<file path="src/rtl/sequenciador_polinomio_if.sv">
// Evaluator handshake bundle: the sequencer (master) drives X and the coefficients
// and requests evaluations; the evaluator (slave) answers with ready/valid/y.
interface sequenciador_polinomio_if;
    logic [7:0]  ev_x;
    logic [15:0] ev_a;
    logic [15:0] ev_b;
    logic [15:0] ev_c;
    logic        ev_enable;
    logic        ev_ready;
    logic        ev_valid;
    logic [15:0] ev_y;

    modport master (
        output ev_x, ev_a, ev_b, ev_c, ev_enable,
        input  ev_ready, ev_valid, ev_y
    );

    modport slave (
        input  ev_x, ev_a, ev_b, ev_c, ev_enable,
        output ev_ready, ev_valid, ev_y
    );
endinterface

</file>
<file path="src/rtl/sequenciador_polinomio.sv">
// Sweeps N_PONTOS X values through the polynomial evaluator for one latched
// coefficient set and stores each result in a readable buffer.
module sequenciador_polinomio #(
    parameter int N_PONTOS = 8,
    parameter int TIMEOUT  = 64
) (
    input  logic                        clock,
    input  logic                        reset,
    input  logic                        start_i,
    input  logic [7:0]                  x_inicio_i,
    input  logic [7:0]                  x_passo_i,
    input  logic [15:0]                 coef_a_i,
    input  logic [15:0]                 coef_b_i,
    input  logic [15:0]                 coef_c_i,
    sequenciador_polinomio_if.master    ev,
    input  logic [$clog2(N_PONTOS)-1:0] rd_addr_i,
    output logic [15:0]                 rd_data_o,
    output logic                        busy_o,
    output logic                        done_o,
    output logic                        erro_timeout_o,
    output logic [$clog2(N_PONTOS):0]   count_o
);
    localparam int AW = $clog2(N_PONTOS);
    localparam int TW = $clog2(TIMEOUT) + 1;

    typedef enum logic [1:0] {IDLE, ISSUE, WAIT, FIM} state_t;

    state_t        state_q;
    logic [7:0]    ev_x_q;
    logic [7:0]    ev_x_d;
    logic [15:0]   a_q;
    logic [15:0]   b_q;
    logic [15:0]   c_q;
    logic [AW-1:0] idx_q;
    logic [AW-1:0] idx_d;
    logic [AW:0]   count_q;
    logic [AW:0]   count_d;
    logic          erro_q;
    logic [TW-1:0] timer_q;
    logic          buf_we;
    logic [15:0]   mem_w [N_PONTOS];

    // 8-bit add wraps naturally, which is the intended X behaviour
    assign ev_x_d  = ev_x_q + x_passo_i;
    assign idx_d   = idx_q + AW'(1);
    assign count_d = {1'b0, idx_q} + (AW + 1)'(1);
    assign buf_we  = (state_q == WAIT) && ev.ev_valid;

    always_ff @(posedge clock) begin
        if (reset) begin
            state_q <= IDLE;
            ev_x_q  <= '0;
            a_q     <= '0;
            b_q     <= '0;
            c_q     <= '0;
            idx_q   <= '0;
            count_q <= '0;
            erro_q  <= 1'b0;
            timer_q <= '0;
        end else begin
            case (state_q)
                IDLE: begin
                    if (start_i) begin
                        a_q     <= coef_a_i;
                        b_q     <= coef_b_i;
                        c_q     <= coef_c_i;
                        ev_x_q  <= x_inicio_i;
                        idx_q   <= '0;
                        count_q <= '0;
                        erro_q  <= 1'b0;
                        state_q <= ISSUE;
                    end
                end
                ISSUE: begin
                    if (ev.ev_ready) begin
                        timer_q <= '0;
                        state_q <= WAIT;
                    end
                end
                WAIT: begin
                    // a result arriving on the last timer cycle still counts
                    if (ev.ev_valid) begin
                        count_q <= count_d;
                        if (idx_q == AW'(N_PONTOS - 1)) begin
                            state_q <= FIM;
                        end else begin
                            idx_q   <= idx_d;
                            ev_x_q  <= ev_x_d;
                            state_q <= ISSUE;
                        end
                    end else if (timer_q == TW'(TIMEOUT - 1)) begin
                        erro_q  <= 1'b1;
                        state_q <= FIM;
                    end else begin
                        timer_q <= timer_q + TW'(1);
                    end
                end
                FIM: begin
                    state_q <= IDLE;
                end
                default: begin
                    state_q <= IDLE;
                end
            endcase
        end
    end

    // Register-based buffer: every entry must clear on reset
    for (genvar gi = 0; gi < N_PONTOS; gi++) begin : g_buf
        logic [15:0] entry_q;
        always_ff @(posedge clock) begin
            if (reset) begin
                entry_q <= '0;
            end else if (buf_we && (idx_q == AW'(gi))) begin
                entry_q <= ev.ev_y;
            end
        end
        assign mem_w[gi] = entry_q;
    end

    assign rd_data_o      = mem_w[rd_addr_i];
    assign ev.ev_x        = ev_x_q;
    assign ev.ev_a        = a_q;
    assign ev.ev_b        = b_q;
    assign ev.ev_c        = c_q;
    assign ev.ev_enable   = (state_q == ISSUE);
    assign busy_o         = (state_q != IDLE);
    assign done_o         = (state_q == FIM);
    assign erro_timeout_o = erro_q;
    assign count_o        = count_q;
endmodule

</file>
<file path="src/flat_wrapper.sv">
// flat-port wrapper written by rule: the top's interface ports become plain ports
module sequenciador_polinomio_flat 
#(
    parameter int N_PONTOS = 8,
    parameter int TIMEOUT  = 64
)
  (clock, reset, start_i, x_inicio_i, x_passo_i, coef_a_i, coef_b_i, coef_c_i, rd_addr_i, rd_data_o, busy_o, done_o, erro_timeout_o, count_o, ev_ev_x, ev_ev_a, ev_ev_b, ev_ev_c, ev_ev_enable, ev_ev_ready, ev_ev_valid, ev_ev_y);
  sequenciador_polinomio_if ev_i ();
  input  logic clock;
  input  logic reset;
  input  logic start_i;
  input  logic [7:0] x_inicio_i;
  input  logic [7:0] x_passo_i;
  input  logic [15:0] coef_a_i;
  input  logic [15:0] coef_b_i;
  input  logic [15:0] coef_c_i;
  input  logic [$clog2(N_PONTOS)-1:0] rd_addr_i;
  output logic [15:0] rd_data_o;
  output logic busy_o;
  output logic done_o;
  output logic erro_timeout_o;
  output logic [$clog2(N_PONTOS):0] count_o;
  output wire logic [$bits(ev_i.ev_x)-1:0] ev_ev_x;
  output wire logic [$bits(ev_i.ev_a)-1:0] ev_ev_a;
  output wire logic [$bits(ev_i.ev_b)-1:0] ev_ev_b;
  output wire logic [$bits(ev_i.ev_c)-1:0] ev_ev_c;
  output wire logic [$bits(ev_i.ev_enable)-1:0] ev_ev_enable;
  input wire logic [$bits(ev_i.ev_ready)-1:0] ev_ev_ready;
  input wire logic [$bits(ev_i.ev_valid)-1:0] ev_ev_valid;
  input wire logic [$bits(ev_i.ev_y)-1:0] ev_ev_y;
  assign ev_ev_x = ev_i.ev_x;
  assign ev_ev_a = ev_i.ev_a;
  assign ev_ev_b = ev_i.ev_b;
  assign ev_ev_c = ev_i.ev_c;
  assign ev_ev_enable = ev_i.ev_enable;
  assign ev_i.ev_ready = ev_ev_ready;
  assign ev_i.ev_valid = ev_ev_valid;
  assign ev_i.ev_y = ev_ev_y;
  sequenciador_polinomio #(.N_PONTOS(N_PONTOS), .TIMEOUT(TIMEOUT)) u_core (.clock(clock), .reset(reset), .start_i(start_i), .x_inicio_i(x_inicio_i), .x_passo_i(x_passo_i), .coef_a_i(coef_a_i), .coef_b_i(coef_b_i), .coef_c_i(coef_c_i), .ev(ev_i), .rd_addr_i(rd_addr_i), .rd_data_o(rd_data_o), .busy_o(busy_o), .done_o(done_o), .erro_timeout_o(erro_timeout_o), .count_o(count_o));
endmodule
</file>
<file path="config.mk">
export PLATFORM = sky130hd
export DESIGN_NAME = sequenciador_polinomio_flat
export DESIGN_NICKNAME = d
export VERILOG_FILES = /design/src/rtl/sequenciador_polinomio_if.sv /design/src/rtl/sequenciador_polinomio.sv /design/src/flat_wrapper.sv
export SDC_FILE = /design/constraint.sdc
export NUM_CORES = 1
export LEC_CHECK = 0
export BUFFER_PORTS_ARGS = -buffer_cell sky130_fd_sc_hd__buf_2
export CAP_MARGIN = 20
export CORE_MARGIN = 5
export CORE_UTILIZATION = 55
export DETAILED_ROUTE_END_ITERATION = 16
export PLACE_DENSITY = 0.89
export REMOVE_ABC_BUFFERS = 1
export SLEW_MARGIN = 25
export SYNTH_ARGS = -nofsm -noshare
export SYNTH_HDL_FRONTEND = slang
export SYNTH_SLANG_ARGS = --single-unit
</file>
<file path="constraint.sdc">
create_clock -name clock -period 2.4 [get_ports clock]
set_clock_uncertainty 0.15 [all_clocks]
set_input_delay 0.12 -clock clock [delete_from_list [all_inputs] [get_ports clock]]
set_output_delay 0.12 -clock clock [all_outputs]
set_load 0.02 [all_outputs]
</file>
Word level (Yosys, flattened, before mapping)

Index checks and enable logic that the tools add are counted.

Flip-flop bits (word level): 201
Input port bits: 88
Output and inout bits: 80
Word-level logic and storage cells: 90

Add/subtract/negate cells: 4
Magnitude comparators: 1
Equal/unequal tests: 19
Multiplexer cells: 28
Bitwise logic cells: 1
Reduce and logical (&&, ||, !) cells: 20

Operator list:

| kind                  | number |
|---|---|
| $bmux W16 S3          | 1 |
| $mux W16              | 2 |
| $mux W8               | 3 |
| $mux W7               | 3 |
| $pmux W8 S2           | 1 |
| $pmux W7 S2           | 1 |
| $eq A3 B3 Y1 const B  | 4 |
| $ne A2 B2 Y1 const B  | 6 |
| $reduce_and A4 Y1     | 3 |
| $mux W2               | 5 |
| $logic_and A1 B1 Y1   | 9 |
| $mux W3               | 3 |
| $add A8 B8 Y8         | 1 |
| $mux W4               | 2 |
| $pmux W2 S4           | 1 |
| $pmux W4 S2           | 1 |
| $add A7 B1 Y7 const B | 1 |
| $eq A7 B6 Y1 const B  | 1 |
| $eq A3 B2 Y1 const B  | 2 |
| $pmux W3 S2           | 1 |
| $reduce_and A3 Y1     | 2 |
| $reduce_bool A2 Y1    | 3 |
| $add A3 B1 Y4 const B | 1 |
| $eq A2 B2 Y1 const B  | 2 |
| 12 further kinds      | 14 |

Logic depth before layout (Yosys ltp)

Gate-level depths: netlist (run 1).

Word-level depth: 4
Gate-level depth with buffers: 9
Gate-level depth less buffers: 8

Worst setup path after synthesis (run 1)

No wires, ideal clock.

Path kind: flip-flop to flip-flop
Start point: register u_core.ev_x_q[0], in the netlist u_core.ev.ev_x[0]
End point: register u_core.ev_x_q[6], in the netlist u_core.ev.ev_x[6]
Setup time: 0.086 ns
Arrival time: 1.849 ns
Data required time: 2.164 ns
Path slack: 0.316 ns
Stages on the path, launching flop included: 9
Buffers on the path: 0
Period minus slack after synthesis: 2.084 ns
Path through: dfxtp_1 -> ha_1 -> inv_1 -> fa_1 -> nor2b_1 -> o2111a_1 -> o41a_1 -> a22oi_1 -> a211oi_1

Longest elaborated chain between the ends: 4

Ends and longest elaborated chain:

| what                   | RTL line                     | text |
|---|---|---|
| from (decl)            | sequenciador_polinomio.sv:29 | `logic [7:0] ev_x_q;` |
| from (signal assigned) | sequenciador_polinomio.sv:67 | `ev_x_q <= x_inicio_i;` |
| from (signal assigned) | sequenciador_polinomio.sv:88 | `ev_x_q <= ev_x_d;` |
| $add A8 B8 Y8          | sequenciador_polinomio.sv:44 | `assign ev_x_d = ev_x_q + x_passo_i;` |
| $mux W8                | sequenciador_polinomio.sv:84 | `if (idx_q == AW'(N_PONTOS - 1)) begin` |
| $mux W8                | sequenciador_polinomio.sv:82 | `if (ev.ev_valid) begin` |
| $pmux W8 S2            | sequenciador_polinomio.sv:61 | `case (state_q)` |

No other way between the ends. The select of a mux whose other input is x is not followed.
A chain may end at the register's enable or synchronous reset.

Final worst setup path (run 1)

Start point: register u_core.state_q[1]
End point: register u_core.a_q[11], in the netlist u_core.ev.ev_a[11]

Longest elaborated chain between the ends: 2

Ends and longest elaborated chain:

| what                               | RTL line                     | text |
|---|---|---|
| from (decl)                        | sequenciador_polinomio.sv:28 | `state_t state_q;` |
| from (signal assigned)             | sequenciador_polinomio.sv:51 | `state_q <= IDLE;` |
| from (signal assigned)             | sequenciador_polinomio.sv:71 | `state_q <= ISSUE;` |
| from (signal assigned)             | sequenciador_polinomio.sv:77 | `state_q <= WAIT;` |
| $logic_not A2 Y1                   | sequenciador_polinomio.sv:61 |  |
| $reduce_and A2 Y1 (no source line) | --                           |  |
| to (signal assigned)               | sequenciador_polinomio.sv:64 | `a_q <= coef_a_i;` |
| to (decl)                          | sequenciador_polinomio.sv:31 | `logic [15:0] a_q;` |

No other way between the ends.

==> summary.txt, run 1 <==
status: finished, final reports clean
DP Area: 0.00963 mm²
Worst EP arrival: 2.65 ns
crit-path max FO: 48
reg2reg path depth: 6
Final nets: 1,367
Total Neg Setup Slack: 0 ns
Seq/Total Area, Yosys: 46.2%
crit path from: u_core.state_q[1]$_SDFFE_PP0P_
n_diodes: 0
Final Critical Period: 2.36 ns
die width: 136 µm
Die Height: 136 µm
I/O pin count: 168
Critical-path top delay cell: dlygate4sd3_1
CP Cell Sequence: nor2_2, and2_1, buf_8, nand2_1, a21oi_1, dlygate4sd3_1
antenna violations before repair: 0
most frequent cells in the layout: nand2_1, dfxtp_1, a21oi_1
delay-heaviest family, CP: buffers and inverters
Overflow after GRT: 0
worst setup path endpoint: u_core.ev.ev_a[11]$_SDFFE_PP0P_
Tcrit/Tclk final: 98.5%
Synth Area per Inst: 8.34 µm²
TritonCTS clock tree: built
post-synthesis cell type count: 53
Hold Path Class: primary input to flop
crit-path max cell delay: 0.57 ns
All-Layer GR Usage: 29.8%
H-tree level count: 1
Final HPWL DP: 15,400 µm
Synth Instances: 1,045
DRT Pass-1 Iters: 8
peak supply drop: 619 µV
Bufs on Longest Clock Path: 3
CTS root buffer: clkbuf_16
worst reg2reg path endpoint: u_core.ev.ev_a[11]$_SDFFE_PP0P_
commonest non-fill, non-tap cell in the layout: nand2_1
Vias/cell: 5.83
vias in the first global route: 8,677
vias: 8,709
pwr dens: 687 mW/mm²
Rows: 46
XOR/XNOR share of the synthesized area: 0.402%
Final Setup Violations: 0
full die area: 0.0185 mm²
Final GP Congestion: 0.863
Starting DRT DRC Count: 800
post-synthesis mux area share: 10.7%
crit path kind: flop to flop
final hold slack: 0.118 ns
TritonCTS Buffers: 21
CTS clk-pin slew, worst paths: 0.07 ns
design area: 0.0113 mm²
MaxCap Viol Count: 0
Primary FF master, synth: dfxtp_1
CP bufs+invs: 2
clk sinks: 201
PortBufs: 167
CP required: 2.69 ns
Layout Area Growth over Synthesis: 29.5%
Leakage: 0.00449 µW
Least-Margin Pin Slew: 0.733 ns
FFs w/ async S/R, synth: 0%
total power: 7750 µW
largest net degree at the start of global routing: 93
Slew headroom: 51.2%
FF-to-FF setup slack: 0.04 ns
Slew Limit Fails: 0
postcts setup bufs: 0
Adder-Cell Fraction of Synth Area: 2.24%
instance count on the critical path: 6
core area: 0.0157 mm²
WL final: 28,300 µm
maximum clock rate: 0.423 GHz
Synth warnings: 0
Synth Area in Compound Gates: 13.9%
startpoint class of the critical path: flop
first-pass GRT wire length: 43,900 µm
Hold Fails Final Rpt: 0
DR DRC count: 0
largest family of logic cells by synthesized area: simple AND/OR/NAND/NOR gates
CP Capture Type: flop
post-synthesis simple-gate area fraction: 20.9%
worst-skew pair later-pin latency: 0.49 ns
post-route ant nets: 0
fill cell count: 1,052
Post-Route Utilization: 71.8%
proportion of layout cells with a drive suffix above 1: 22.8%
#FFs+latches synth: 201
netlist area before placement: 0.00871 mm²
Post-synth EDFFs: 0
R2R Path Start: u_core.state_q[1]$_SDFFE_PP0P_
drt wl/cell: 18.9 µm
Initial Util: 55.4%
-- worst min path at each step --
stage / cells past startpoint / startpoint / to / slack [ns]
after global routing: 5 / x_passo_i[5] / u_core.ev.ev_x[6]$_SDFFE_PP0P_ / 0.12
final: 5 / x_passo_i[5] / u_core.ev.ev_x[6]$_SDFFE_PP0P_ / 0.12
after global placement: 3 / coef_b_i[7] / u_core.ev.ev_b[7]$_SDFFE_PP0P_ / 0.21
after CTS: 5 / x_passo_i[6] / u_core.ev.ev_x[6]$_SDFFE_PP0P_ / 0.07
after detailed placement: 3 / coef_b_i[12] / u_core.ev.ev_b[12]$_SDFFE_PP0P_ / 0.22
after floorplan: 1 / reset / u_core.count_o[3]$_SDFFE_PP0P_ / 0.04
-- area by class of cell --
class	instances	area (µm²)	area share, %
timing repair buffer	287	2020	17.9
inverter	11	41.3	0.366
clock inverter	12	145	1.29
multi-input combinational	742	4200	37.2
sequential	201	4020	35.7
tap	216	270	2.40
clock buffer	26	584	5.18
-- through the flow --
step / setup slack [ns] / instances
floorplan: 0.288 / 954
CTS: 0.0918 / 1495
detailed placement: 0.297 / 1366
global placement: 0.405 / 1366
finish: 0.0370 / 1495
global route: -0.0110 / 1495
-- power by group --
group / internal [µW] / switching (µW)
combinational: 358 / 523
sequential: 3410 / 60.8
clock: 2060 / 1330
total: 5830 / 1920
-- timing repair --
item,in CTS,in global routing
endpoints found under the hold margin,197,0
endpoints found under the setup margin,0,12
hold buffers,91,0
gates resized for setup,0,5
-- Yosys cell counts (9+ instances only) --
| cell type | count | share of area [%] |
|---|---|---|
| mux2_2 | 17 | 2.2 |
| nor3_1 | 9 | 0.52 |
| nand2_1 | 371 | 16 |
| ha_1 | 14 | 2.0 |
| inv_1 | 11 | 0.47 |
| dfxtp_1 | 201 | 46 |
| clkbuf_1 | 32 | 1.4 |
| mux4_2 | 32 | 8.3 |
| a21oi_1 | 189 | 11 |
| nor2_1 | 29 | 1.2 |
| buf_2 | 41 | 2.4 |
| buf_4 | 10 | 0.86 |
-- sequential cells by signal, summed over array words and instances, names as in the netlist --
register               cells
u_core.idx_q               3
u_core.erro_timeout_o      1
u_core.count_o             4
u_core.timer_q             7
u_core.ev.ev_c            16
u_core.g_buf.entry_q     128
u_core.ev.ev_b            16
u_core.state_q             2
u_core.ev.ev_x             8
u_core.ev.ev_a            16
-- metal layers --
metal	wire length (µm)	share of wire [%]	GRT usage [%]
met1	10200	36	35.4
met2	13800	49	51.1
met3	3060	11	7.22
met4	1220	4.3	13.4
met5	0	0	0
-- logic make-up (layout without fill, tap and decap cells) --
group,Yosys count,in the layout
xor gates and xnor gates,4,4
muxes,51,51
buffers and inverters,102,336
and+or+nand+nor,449,449
AOI/OAI and AO/OA,223,223
adders and majority gates,15,15
DFF,201,201
-- tightest hold or removal path: cells and delay by family --
| kind | cells | cell delay, ns |
|---|---|---|
| adder cells (fa/ha/maj) | 1 | 0.19 |
| AO/OA/AOI/OAI | 3 | 0.32 |
| buffers and inverters | 1 | 0.08 |
(Power assumes the default switching activity.)
==> run 2, diff against run 1 <==
Settings changed: CORE_UTILIZATION 55 to 30, PLACE_DENSITY 0.89 to 0.59.
==> summary.txt, run 2 (synthesized netlist as in run 1, its figures left out) <==
Tcrit/Tclk final: 88.8% (was 98.5%)
CP required: 2.67 ns (was 2.69 ns)
CP Cell Sequence: ha_1, inv_1, fa_1, nor2b_1, o2111a_1, o41a_1, a22oi_1, a211oi_1 (was nor2_2, and2_1, buf_8, nand2_1, a21oi_1, dlygate4sd3_1)
Die Height: 180 µm (was 136 µm)
first-pass GRT wire length: 41,200 µm (was 43,900 µm)
I/O pin count: 168 (unchanged)
design area: 0.0113 mm² (about the same)
commonest non-fill, non-tap cell in the layout: nand2_1 (unchanged)
DR DRC count: 0 (unchanged)
Least-Margin Pin Slew: 0.531 ns (was 0.733 ns)
All-Layer GR Usage: 15.1% (was 29.8%)
DRT Pass-1 Iters: 6 (was 8)
R2R Path Start: u_core.ev.ev_x[0]$_SDFFE_PP0P_ (was u_core.state_q[1]$_SDFFE_PP0P_)
CTS root buffer: clkbuf_16 (unchanged)
antenna violations before repair: 1 (was 0)
worst-skew pair later-pin latency: 0.50 ns (was 0.49 ns)
crit-path max FO: 3 (was 48)
RSZ-0062 raised after global routing: false
WL final: 25,500 µm (was 28,300 µm)
CP Capture Type: flop (unchanged)
Storage cell area: 0.00402 mm² (unchanged)
crit path kind: flop to flop (unchanged)
MaxCap Viol Count: 0 (unchanged)
TritonCTS clock tree: built (unchanged)
most frequent cells in the layout: nand2_1, dfxtp_1, a21oi_1 (unchanged)
largest net degree at the start of global routing: 65 (was 93)
Starting DRT DRC Count: 439 (was 800)
Top reg by flops: u_core.g_buf.entry_q (unchanged)
max reg flops: 128 (unchanged)
clk sinks: 201 (unchanged)
postcts setup bufs: 0 (unchanged)
final std cells w/o fill: 1,647 (was 1,495)
Hold Path Class: primary input to flop (unchanged)
crit path from: u_core.ev.ev_x[0]$_SDFFE_PP0P_ (was u_core.state_q[1]$_SDFFE_PP0P_)
Final HPWL DP: 15,400 µm (about the same)
CTS clk-pin slew, worst paths: 0.06 ns (was 0.07 ns)
Final Setup Violations: 0 (unchanged)
PortBufs: 167 (unchanged)
die width: 180 µm (was 136 µm)
Worst EP arrival: 2.40 ns (was 2.65 ns)
Bufs on Longest Clock Path: 3 (unchanged)
Final nets: 1,353 (was 1,367)
placed cells: 1,531 (was 1,366)
startpoint class of the critical path: flop (unchanged)
drt wl/cell: 15.5 µm (was 18.9 µm)
area occupied by multi-input gates: 0.00420 mm² (about the same)
post-route ant nets: 0 (unchanged)
Rows: 62 (was 46)
fill cell count: 2,902 (was 1,052)
Final GP Congestion: 0.765 (was 0.863)
proportion of layout cells with a drive suffix above 1: 22.2% (was 22.8%)
maximum clock rate: 0.469 GHz (was 0.423 GHz)
Critical-path top delay cell: fa_1 (was dlygate4sd3_1)
Slew headroom: 64.4% (was 51.2%)
Final Critical Period: 2.13 ns (was 2.36 ns)
DP Area: 0.00984 mm² (was 0.00963 mm²)
vias: 7,849 (was 8,709)
pwr dens: 677 mW/mm² (was 687 mW/mm²)
Initial Util: 30.3% (was 55.4%)
peak supply drop: 460 µV (was 619 µV)
full die area: 0.0325 mm² (was 0.0185 mm²)
Vias/cell: 4.77 (was 5.83)
vias in the first global route: 7,731 (was 8,677)
crit-path max cell delay: 0.37 ns (was 0.57 ns)
Hold Fails Final Rpt: 0 (unchanged)
Leakage: 0.00438 µW (was 0.00449 µW)
H-tree level count: 1 (unchanged)
Total Neg Setup Slack: 0 ns (unchanged)
hold_sp: x_passo_i[6] (was x_passo_i[5])
core area: 0.0287 mm² (was 0.0157 mm²)
Overflow after GRT: 0 (unchanged)
status: finished, final reports clean (unchanged)
TritonCTS Buffers: 23 (was 21)
Layout Area Growth over Synthesis: 30.2% (was 29.5%)
Slew Limit Fails: 0 (unchanged)
-- run 2: changes by cell type in the layout (fill, tap and decap cells not counted), sizes merged, moves of 2 or more --
cell | previous run | this run
buf | 196 | 193
clkbuf | 26 | 33
clkinv | 6 | 1
dlygate4sd3 | 91 | 78
inv | 13 | 11
-- run 2: critical path: cells and delay by family (launching register included) --
kind            cells  cell delay (ns)
compound gates      4             0.69
fa+ha+maj           2             0.57
buf+inv             1             0.06
flops               1             0.35
simple gates        1             0.23
-- run 2: per-layer routing --
layer  up-vias  wire length, µm  track usage, %
li1       3892                -               -
met5         -                0               0
met4         0              408            2.87
met3        29             1800            3.94
met1      3691            11400            20.0
met2       237            11900            25.3
-- run 2: final timing paths --
path	depth (start not counted)	slack, ns	end
max	8	0.27	u_core.ev.ev_x[6]$_SDFFE_PP0P_
max reg2reg	8	0.27	u_core.ev.ev_x[6]$_SDFFE_PP0P_
min	5	0.08	u_core.ev.ev_x[6]$_SDFFE_PP0P_
min reg2reg	2	0.30	u_core.ev.ev_a[11]$_SDFFE_PP0P_
-- run 2: what timing repair did --
| action | 4_1_cts | 5_1_grt |
|---|---|---|
| hold buffers | 78 | 0 |
| hold endpoints to repair | 193 | 0 |
| gates resized for setup | 0 | 0 |
-- run 2: per-stage QoR --
stage	total power (µW)	hold slack, ns	setup slack, ns	utilization (%)
after floorplan	3880	0.0391	0.288	-
after global placement	4250	0.210	0.346	34.3
after detailed placement	4250	0.216	0.280	34.3
after CTS	7770	0.0328	0.280	39.5
after global routing	8000	0.111	0.149	39.5
final	7680	0.0840	0.268	39.5
-- run 2: report_power, final --
group          switching, µW  leakage (µW)  internal, µW  total [µW]
Clock                   1340      0.000346          2060        3390
Combinational            481       0.00240           342         823
Sequential              47.4       0.00163          3410        3460
-- run 2: final cells by class --
class / count / area share [%]
Antenna cell: 1 / 0.0221
Clock buffer: 33 / 5.67
Clock inverter: 4 / 0.640
Inverter: 11 / 0.364
Multi-Input combinational cell: 742 / 37.0
Sequential cell: 201 / 35.5
Tap cell: 384 / 4.24
Timing Repair Buffer: 271 / 16.6
==> run 3, diff against run 2 <==
Settings changed: PLACE_DENSITY 0.59 to 0.54.
==> summary.txt, run 3 (synthesized netlist as in run 1, its figures left out) <==
status: finished, final reports clean (unchanged)
Net Sw Frac: 24.8% (was 24.3%)
Leakage: 0.00444 µW (was 0.00438 µW)
RSZ-0062 raised after global routing: false (unchanged)
crit path kind: flop to flop (unchanged)
Vias/cell: 4.77 (about the same)
first-pass GRT wire length: 42,700 µm (was 41,200 µm)
Critical-path top delay cell: dlygate4sd3_1 (was fa_1)
maximum clock rate: 0.448 GHz (was 0.469 GHz)
Slew headroom: 45.6% (was 64.4%)
TritonCTS Buffers: 25 (was 23)
Overflow after GRT: 0 (unchanged)
Initial Util: 30.3% (unchanged)
largest net degree at the start of global routing: 99 (was 65)
CTS clk-pin slew, worst paths: 0.06 ns (about the same)
Layout Area Growth over Synthesis: 31.5% (was 30.2%)
Bufs on Longest Clock Path: 3 (unchanged)
commonest non-fill, non-tap cell in the layout: nand2_1 (unchanged)
highest routed layer: met4 (unchanged)
CTS root buffer: clkbuf_16 (unchanged)
most frequent cells in the layout: nand2_1, dfxtp_1, a21oi_1 (unchanged)
cell-internal power: 6010 µW (was 5810 µW)
Slew Limit Fails: 0 (unchanged)
H-tree level count: 1 (unchanged)
full die area: 0.0325 mm² (unchanged)
DP Area: 0.00984 mm² (about the same)
All-Layer GR Usage: 15.8% (was 15.1%)
total power: 8000 µW (was 7680 µW)
antenna violations before repair: 0 (was 1)
Starting DRT DRC Count: 540 (was 439)
met2 WL: 11,900 µm (about the same)
worst-skew pair later-pin latency: 0.52 ns (was 0.50 ns)
combinational share of power: 10.3% (was 10.7%)
clk sinks: 201 (unchanged)
Top reg by flops: u_core.g_buf.entry_q (unchanged)
Die Height: 180 µm (unchanged)
CP required: 2.66 ns (was 2.67 ns)
PortBufs: 167 (unchanged)
fill cell count: 2,891 (was 2,902)
core area: 0.0287 mm² (unchanged)
die width: 180 µm (unchanged)
max reg flops: 128 (unchanged)
post-route ant nets: 0 (unchanged)
Hold Path Class: primary input to flop (unchanged)
design area: 0.0115 mm² (was 0.0113 mm²)
Rows: 62 (unchanged)
DR DRC count: 0 (unchanged)
Final GP Congestion: 0.787 (was 0.765)
I/O pin count: 168 (unchanged)
crit-path max FO: 16 (was 3)
wire length on met1: 11,700 µm (was 11,400 µm)
Final nets: 1,358 (was 1,353)
crit-path max cell delay: 0.59 ns (was 0.37 ns)
vias in the first global route: 7,888 (was 7,731)
pwr dens: 698 mW/mm² (was 677 mW/mm²)
Hold Fails Final Rpt: 0 (unchanged)
MaxCap Viol Count: 0 (unchanged)
Least-Margin Pin Slew: 0.816 ns (was 0.531 ns)
met3 WL: 2230 µm (was 1800 µm)
Worst EP arrival: 2.49 ns (was 2.40 ns)
CP Cell Sequence: nand2b_4, nor2_4, nand2_1, buf_4, nand2_1, a21oi_1, dlygate4sd3_1 (was ha_1, inv_1, fa_1, nor2b_1, o2111a_1, o41a_1, a22oi_1, a211oi_1)
TritonCTS clock tree: built (unchanged)
DRT Pass-1 Iters: 5 (was 6)
Clk network pwr share: 46.4% (was 44.2%)
vias: 7,897 (was 7,849)
final hold slack: 0.0829 ns (was 0.0840 ns)
startpoint class of the critical path: flop (unchanged)
Total Neg Setup Slack: 0 ns (unchanged)
Final HPWL DP: 15,400 µm (about the same)
drt wl/cell: 15.9 µm (was 15.5 µm)
Most Frequent Cell on Critical Path: nand2_1
CP Capture Type: flop (unchanged)
Tcrit/Tclk final: 93.0% (was 88.8%)
total net switching power: 1980 µW (was 1860 µW)
peak supply drop: 464 µV (was 460 µV)
Final Critical Period: 2.23 ns (was 2.13 ns)
proportion of layout cells with a drive suffix above 1: 22.9% (was 22.2%)
WL final: 26,300 µm (was 25,500 µm)
Final Setup Violations: 0 (unchanged)
Seq pwr share: 43.3% (was 45.1%)
==> run 3: changes by cell type in the layout (fill, tap and decap cells not counted) <==
cell | previous run | this run
dfxtp_1 | 201 | 199
clkbuf_16 | 23 | 25
clkbuf_8 | 3 | 4
dlygate4sd3_1 | 78 | 80
buf_12 | 5 | 4
buf_4 | 21 | 23
clkinv_2 | 1 | 5
dfxtp_2 | 0 | 2
clkbuf_1 | 7 | 5
inv_16 | 0 | 1
==> run 3: worst paths after layout <==
check,end,startpoint,depth (start not counted),slack [ns]
max,u_core.g_buf[3].entry_q[6]$_SDFFE_PP0P_,u_core.state_q[0]$_SDFFE_PP0P_,7,0.17
min reg2reg,u_core.ev.ev_c[3]$_SDFFE_PP0P_,u_core.ev.ev_c[3]$_SDFFE_PP0P_,2,0.30
max reg2reg,u_core.g_buf[3].entry_q[6]$_SDFFE_PP0P_,u_core.state_q[0]$_SDFFE_PP0P_,7,0.17
min,u_core.ev.ev_x[4]$_SDFFE_PP0P_,x_passo_i[3],5,0.08
==> run 3: timing repair <==
action / 4_1_cts / 5_1_grt
endpoints found under the hold margin: 195 / 0
endpoints found under the setup margin: 0 / 1
buffers inserted: 0 / 0
hold buffers: 80 / 0
gates resized for setup: 0 / 2
==> run 3: final cells by class <==
| type | instances | area [µm²] | area share, % |
|---|---|---|---|
| Antenna cell | 1 | 2.50 | 0.0218 |
| Clock buffer | 34 | 699 | 6.11 |
| Clock inverter | 9 | 113 | 0.983 |
| Inverter | 11 | 41.3 | 0.360 |
| Multi-Input combinational cell | 742 | 4200 | 36.6 |
| Sequential cell | 201 | 4030 | 35.2 |
| Tap cell | 384 | 480 | 4.19 |
| Timing Repair Buffer | 274 | 1900 | 16.6 |
==> run 3: layer usage <==
metal	track usage (%)	vias to the layer above
li1	-	3908
met1	21.5	3680
met2	25.4	269
met3	4.04	40
met4	3.45	0
met5	0	-
==> run 3: power groups by stage <==
stage	clock network, µW	logic (µW)	registers (µW)
finish	3710	825	3460
global route	3980	908	3470
CTS	3830	825	3460
detailed placement	0	722	3530
global placement	0	720	3530
floorplan	0	267	3610
==> run 3: metrics by stage <==
step	setup slack, ns	util (%)	cells
2_1_floorplan	0.288	-	954
3_3_place_gp	0.336	34.3	1532
3_5_place_dp	0.281	34.3	1532
4_1_cts	0.0634	39.9	1655
5_1_grt	0.0623	39.9	1655
6_report	0.169	39.9	1656
==> run 3: worst max-delay path: cells and delay by family, from the launching register on <==
kind | cells | cell delay [ns]
buffers and inverters | 2 | 0.82
DFF | 1 | 0.38
and+or+nand+nor | 4 | 0.70
AOI/OAI and AO/OA | 1 | 0.06
